===== src/rtl/hazard_unit_pkg.sv =====
// Shared definitions for the pipeline hazard unit: register-address width,
// operand-forwarding select encodings, control FSM states and the source
// match helper used by both the stall and forwarding logic.
package hazard_unit_pkg;

  localparam int REG_ADDR_W  = 4;
  localparam int FLUSH_CNT_W = 2;

  // EX operand source select; 2'b11 is never produced.
  typedef enum logic [1:0] {
    FWD_RF  = 2'b00,
    FWD_MEM = 2'b01,
    FWD_WB  = 2'b10
  } fwd_sel_e;

  typedef enum logic {
    ST_RUN   = 1'b0,
    ST_FLUSH = 1'b1
  } hz_state_e;

  // A consumer source matches a producer when the source is actually read,
  // the producer writes, and the addresses agree. Register 0 is not special.
  function automatic logic src_match(
    input logic                  used,
    input logic [REG_ADDR_W-1:0] rs,
    input logic [REG_ADDR_W-1:0] rd,
    input logic                  wen
  );
    return used & wen & (rs == rd);
  endfunction

  // Forwarding source for one EX operand; the younger MEM result wins over WB.
  function automatic fwd_sel_e fwd_pick(
    input logic [REG_ADDR_W-1:0] ex_rs,
    input logic [REG_ADDR_W-1:0] mem_rd,
    input logic                  mem_wen,
    input logic [REG_ADDR_W-1:0] wb_rd,
    input logic                  wb_wen
  );
    fwd_sel_e sel;
    if (mem_wen && (mem_rd == ex_rs)) begin
      sel = FWD_MEM;
    end else if (wb_wen && (wb_rd == ex_rs)) begin
      sel = FWD_WB;
    end else begin
      sel = FWD_RF;
    end
    return sel;
  endfunction

endpackage


===== src/rtl/hazard_sat_counter.sv =====
// Enabled up-counter that sticks at all-ones instead of wrapping.
// Asynchronous active-high reset clears it to zero.
module hazard_sat_counter #(
  parameter int CNT_W = 16
) (
  input  logic             clk,
  input  logic             rst,
  input  logic             i_en,
  output logic [CNT_W-1:0] o_count
);

  localparam logic [CNT_W-1:0] CNT_ONE = CNT_W'(1);
  localparam logic [CNT_W-1:0] CNT_MAX = {CNT_W{1'b1}};

  logic [CNT_W-1:0] r_count;

  // Count enabled cycles, holding at the maximum value once reached.
  always_ff @(posedge clk or posedge rst) begin
    if (rst) begin
      r_count <= '0;
    end else if (i_en && (r_count != CNT_MAX)) begin
      r_count <= r_count + CNT_ONE;
    end else begin
      r_count <= r_count;
    end
  end

  assign o_count = r_count;

endmodule


===== src/rtl/hazard_unit.sv =====
// Pipeline hazard unit: load-use / RAW stall detection, branch flush
// sequencing and EX operand forwarding selects, plus two saturating
// performance counters (stall cycles, flush events).
// Build option: define HAZARD_FWD_EN to enable operand forwarding; without
// it the unit stalls on any RAW dependency against EX, MEM or WB and the
// forwarding selects stay at register-file data.
module hazard_unit
  import hazard_unit_pkg::*;
#(
  parameter int FLUSH_CYCLES = 2,
  parameter int CNT_W        = 16
) (
  input  logic                  clk,
  input  logic                  rst,
  input  logic [REG_ADDR_W-1:0] id_rs1,
  input  logic [REG_ADDR_W-1:0] id_rs2,
  input  logic                  id_rs1_used,
  input  logic                  id_rs2_used,
  input  logic [REG_ADDR_W-1:0] ex_rs1,
  input  logic [REG_ADDR_W-1:0] ex_rs2,
  input  logic [REG_ADDR_W-1:0] ex_rd,
  input  logic                  ex_wen,
  input  logic                  ex_is_load,
  input  logic [REG_ADDR_W-1:0] mem_rd,
  input  logic                  mem_wen,
  input  logic [REG_ADDR_W-1:0] wb_rd,
  input  logic                  wb_wen,
  input  logic                  branch_taken,
  output logic                  stall,
  output logic                  flush,
  output logic [1:0]            fwd_sel1,
  output logic [1:0]            fwd_sel2,
  output logic [CNT_W-1:0]      stall_cycles,
  output logic [CNT_W-1:0]      flush_events
);

  // The branch cycle itself is flushed combinationally, so the FLUSH state
  // only has to cover the remaining FLUSH_CYCLES-1 cycles.
  localparam logic [FLUSH_CNT_W-1:0] FLUSH_LOAD = FLUSH_CNT_W'(FLUSH_CYCLES - 1);

  hz_state_e               r_state;
  hz_state_e               w_state_nxt;
  logic [FLUSH_CNT_W-1:0]  r_flush_cnt;
  logic [FLUSH_CNT_W-1:0]  w_flush_cnt_nxt;
  logic                    w_flush;
  logic                    w_hazard;
  logic                    w_stall;
  logic                    w_flush_evt;
  logic [1:0]              w_fwd_sel1;
  logic [1:0]              w_fwd_sel2;
  logic                    w_ex_hit;

  // State and flush counter register; reset abandons any flush in progress.
  always_ff @(posedge clk or posedge rst) begin
    if (rst) begin
      r_state     <= ST_RUN;
      r_flush_cnt <= '0;
    end else begin
      r_state     <= w_state_nxt;
      r_flush_cnt <= w_flush_cnt_nxt;
    end
  end

  // Flush sequencing: a taken branch (re)loads the counter; in FLUSH the
  // counter steps down and the FSM leaves once it would reach zero.
  always_comb begin
    w_state_nxt     = r_state;
    w_flush_cnt_nxt = r_flush_cnt;
    case (r_state)
      ST_RUN: begin
        if (branch_taken && (FLUSH_LOAD != '0)) begin
          w_state_nxt     = ST_FLUSH;
          w_flush_cnt_nxt = FLUSH_LOAD;
        end else begin
          w_state_nxt     = ST_RUN;
          w_flush_cnt_nxt = '0;
        end
      end
      ST_FLUSH: begin
        if (branch_taken) begin
          if (FLUSH_LOAD != '0) begin
            w_state_nxt     = ST_FLUSH;
            w_flush_cnt_nxt = FLUSH_LOAD;
          end else begin
            w_state_nxt     = ST_RUN;
            w_flush_cnt_nxt = '0;
          end
        end else if (r_flush_cnt <= FLUSH_CNT_W'(1)) begin
          w_state_nxt     = ST_RUN;
          w_flush_cnt_nxt = '0;
        end else begin
          w_state_nxt     = ST_FLUSH;
          w_flush_cnt_nxt = r_flush_cnt - FLUSH_CNT_W'(1);
        end
      end
      default: begin
        w_state_nxt     = ST_RUN;
        w_flush_cnt_nxt = '0;
      end
    endcase
  end

  // Any use of the EX destination by the ID instruction.
  assign w_ex_hit = src_match(id_rs1_used, id_rs1, ex_rd, ex_wen) |
                    src_match(id_rs2_used, id_rs2, ex_rd, ex_wen);

`ifdef HAZARD_FWD_EN
  // Forwarding build: only a load in EX cannot be bypassed in time.
  always_comb begin
    w_hazard   = ex_is_load & w_ex_hit;
    w_fwd_sel1 = fwd_pick(ex_rs1, mem_rd, mem_wen, wb_rd, wb_wen);
    w_fwd_sel2 = fwd_pick(ex_rs2, mem_rd, mem_wen, wb_rd, wb_wen);
  end
`else
  logic w_unused_fwd;
  assign w_unused_fwd = ^{ex_rs1, ex_rs2, ex_is_load};

  // No-forwarding build: wait until every in-flight producer has retired.
  always_comb begin
    w_hazard   = w_ex_hit |
                 src_match(id_rs1_used, id_rs1, mem_rd, mem_wen) |
                 src_match(id_rs2_used, id_rs2, mem_rd, mem_wen) |
                 src_match(id_rs1_used, id_rs1, wb_rd, wb_wen) |
                 src_match(id_rs2_used, id_rs2, wb_rd, wb_wen);
    w_fwd_sel1 = FWD_RF;
    w_fwd_sel2 = FWD_RF;
  end
`endif

  // Pipeline control: flush beats stall, and both are quiet during reset.
  always_comb begin
    w_flush     = ~rst & (branch_taken | (r_state == ST_FLUSH));
    w_stall     = ~rst & ~w_flush & w_hazard;
    w_flush_evt = ~rst & branch_taken;
  end

  assign stall    = w_stall;
  assign flush    = w_flush;
  assign fwd_sel1 = w_fwd_sel1;
  assign fwd_sel2 = w_fwd_sel2;

  hazard_sat_counter #(
    .CNT_W (CNT_W)
  ) u_stall_cnt (
    .clk     (clk),
    .rst     (rst),
    .i_en    (w_stall),
    .o_count (stall_cycles)
  );

  hazard_sat_counter #(
    .CNT_W (CNT_W)
  ) u_flush_cnt (
    .clk     (clk),
    .rst     (rst),
    .i_en    (w_flush_evt),
    .o_count (flush_events)
  );

endmodule


===== config.mk =====
export PLATFORM = sky130hd
export DESIGN_NAME = hazard_unit
export DESIGN_NICKNAME = d
export VERILOG_FILES = /design/src/rtl/hazard_unit_pkg.sv /design/src/rtl/hazard_sat_counter.sv /design/src/rtl/hazard_unit.sv
export SDC_FILE = /design/constraint.sdc
export NUM_CORES = 1
export LEC_CHECK = 0
export CORE_MARGIN = 2
export CORE_UTILIZATION = 30
export DETAILED_ROUTE_END_ITERATION = 7
export GPL_TIMING_DRIVEN = 1
export PLACE_DENSITY = 0.65
export SYNTH_ARGS = -nofsm -noshare
export SYNTH_HDL_FRONTEND = slang
export SYNTH_SLANG_ARGS = --single-unit

===== constraint.sdc =====
create_clock -name clk -period 2.8 [get_ports clk]
set_input_delay 0.56 -clock clk [delete_from_list [all_inputs] [get_ports clk]]
set_output_delay 0.56 -clock clk [all_outputs]
set_load 0.01 [all_outputs]

==> flow_metrics.tcl <==
set metrics [dict create \
    cpPeakStageDelay_ps 410 \
    final_antenna_net_count 0 \
    netlist_instances 208 \
    critPathLaunchType "input pin" \
    placed_cells 353 \
    multiInputGateArea_sq_um 1140 \
    design_power_total_mw 1.38 \
    path_clk_slew_ps 70 \
    first_pass_iters 4 \
    max_freq_mhz 377 \
    final_cells 360 \
    synth.avg_cell_area_sq_um 9.98 \
    synth_common_cells "35 x dfrtp_1, 24 x xnor2_1, 24 x xor2_1, 14 x nand3_1, 13 x nor2_1" \
    r2r_cells 6 \
    grt.met1_usage_pct 14.6 \
    antenna_found_initial 0 \
    setup_viol 0 \
    grt_max_degree 36 \
    ff_latch_area_sq_um 876 \
    fp.dieW_um 87.2 \
    timing.final.crit_share_pct 94.7 \
    row_count 30 \
    dieHeight_um 87.2 \
    initial_core_util_pct 30.7 \
    met2_usage_pct 24.1 \
    yosysTopAreaCell "dfrtp_1" \
    top_usage_layer "met2" \
    ys_ff_latch 35 \
    hold_start "r_flush_cnt[0]" \
    viasPerCell 4.94 \
    hold_violations 0 \
    place.gp.congestion 0.773 \
    reg2reg_to "u_stall_cnt.o_count[1]" \
    cp.arrival_ps 2090 \
    grt_pass1_wl_mm 8.02 \
    port_buffers 61 \
    antenna_cells 0 \
    hold_depth 1 \
    post_drt_wl_per_cell_um 13.7 \
    ys_warn_count 0 \
    grt_pass1_vias 1778 \
    drive_above_1_share_pct 10.0 \
    use_met3_pct 4.08 \
    cts_sinks 35 \
    clock_path_buffers 2 \
    vias 1780 \
    synth-edff-count 0 \
    drt_iter0_drc 37 \
    h-tree-depth 2 \
    cp.required_ps 2240 \
    crit_path_end_kind "primary output" \
    die_area_sq_um 7600 \
    coreArea_sq_um 6760 \
    cellPowerDensity_nw_per_um2 476 \
    hold_path.class "flop to flop" \
    cts_root_buf "clkbuf_8" \
    ir_drop_mv 0.210 \
    skew_ps 6.13 \
    cp_common_cell "nand4_1" \
    r2r_setup_slack_ps 930 \
    io_pins 75 \
    ctsHoldBuffers 0 \
    dp_hpwl_mm 3.83 \
    leakagePower_nw 1.23 \
    post_cts_buffers 0 \
    post-route-drc-count 0 \
    fin_crit_ps 2650 \
    fillCellCount 662 \
    nets 319 \
    synth_area_sq_um 2080 \
    cpMaxStageDelayCell "clkdlybuf4s50_1" \
    cts_tree "done" \
    async_reset_ff_share_pct 100 \
    synth.most_common_cell "dfrtp_1" \
    grtUsageTotal_pct 13.5 \
    slew_violations 0 \
    outcome "finished clean" \
    path_class "input pin to primary output" \
    synth_top_area_share_pct 42.2 \
    r2r-start "u_stall_cnt.o_count[0]" \
    area_growth_pct 39.6 \
    synth_area_leaders "dfrtp_1 42%, xnor2_1 10%, xor2_1 10%, nand3_1 3.4%, nand4_1 3.3%" \
    cts_buffers 5 \
    cp_cell_sequence "clkdlybuf4s50_1, buf_4, xor2_1, nor3_1, nand4_1, nand4_1, nor2_2, nor2_1, buf_2" \
    maxCapViolations 0 \
    wirelength_mm 4.92 \
    holdPathEnd "r_flush_cnt[0]" \
    seq_area_frac_synth_pct 42.2 \
    ys.flop_type "dfrtp_1" \
    synth_cell_types 40 \
    crit_fanout 2 \
    grt_overflow 0 \
    clkLatencyLatePin_ps 290 \
]
## layout make-up
class,count,share of cell area (%)
repair buffers,68,22.8
inverters,8,1.04
clock buffers,6,2.85
well taps,80,3.45
clock inverters,1,0.173
flip-flops and latches,35,30.2
multi-input cells,162,39.4
## where the power goes
group | switching, mW | total, mW | leakage (nW) | internal [mW]
combinational | 0.156 | 0.367 | 0.720 | 0.211
sequential | 0.0769 | 0.639 | 0.462 | 0.562
clock | 0.180 | 0.373 | 0.0470 | 0.193
total | 0.413 | 1.38 | 1.23 | 0.966
## metrics by stage
stage	cell area, sq um	util, %	TNS (ps)	hold slack [ps]	setup slack [ps]
after floorplan	2090	-	0	421	429
after global placement	2800	41.5	-311	433	-311
after detailed placement	2800	41.5	-342	440	-342
after CTS	2900	42.9	0	454	5.57
after global routing	2900	42.9	-3.13	466	-3.13
final	2900	42.9	0	453	147
## sequential cells by signal (all words and copies together), names as in the netlist
signal and count:
r_flush_cnt 2, r_state 1, u_stall_cnt.o_count 16, u_flush_cnt.o_count 16
## worst max path at each step
stage	endpoint	cells after the start	slack (ps)	startpoint
final	stall	9	150	id_rs1[2]
after CTS	stall	8	6	id_rs1[0]
after global routing	stall	8	-3	id_rs1[2]
after detailed placement	stall	8	-340	id_rs2[0]
after floorplan	u_stall_cnt.o_count[7]	6	430	rst
after global placement	stall	8	-310	id_rs1[0]
## cells in the final DEF, fill, tap and decap left out, types with 4 or more instances in the layout
master | Yosys | final
clkdlybuf4s50_1 | 0 | 57
dfrtp_1 | 35 | 35
xnor2_1 | 24 | 24
xor2_1 | 24 | 24
nand3_1 | 14 | 14
nor2_1 | 13 | 12
nand4_1 | 11 | 11
nor3_1 | 10 | 9
nand2_1 | 8 | 8
inv_1 | 8 | 8
o21ai_0 | 8 | 8
and3_1 | 7 | 7
buf_4 | 4 | 7
clkbuf_8 | 0 | 6
nor3_2 | 3 | 4
conb_1 | 1 | 4
## cell families (layout without fill, tap and decap cells)
kind of cell / count (synthesis) / count (layout) / share of synthesized area [%]
multiplexers: 5 / 5 / 2.83
AO/OA/AOI/OAI: 23 / 23 / 8.02
XOR/XNOR: 48 / 48 / 20.3
AND/OR/NAND/NOR: 80 / 80 / 21.6
flip-flops: 35 / 35 / 42.2
buffers and inverters: 14 / 83 / 3.68
other: 1 / 4 / 0.181
adder cells (fa/ha/maj): 2 / 2 / 1.21
## layer usage
metal	routed length, um	vias up
met1	2030	829
met3	346	11
met4	112	0
met5	0	-
li1	-	872
met2	2440	68
## critical path: cells and delay by family
kind                      cells  cell delay [ps]
buffers and inverters         3              710
and+or+nand+nor               5              660
xor gates and xnor gates      1              150
## what timing repair did
action                     in CTS  in global routing
gates cloned                    0                  0
setup endpoints to repair       1                  1
pin swaps                       2                  4
resized for setup               5                  4
Note: power is estimated with default switching activity, not from simulation.
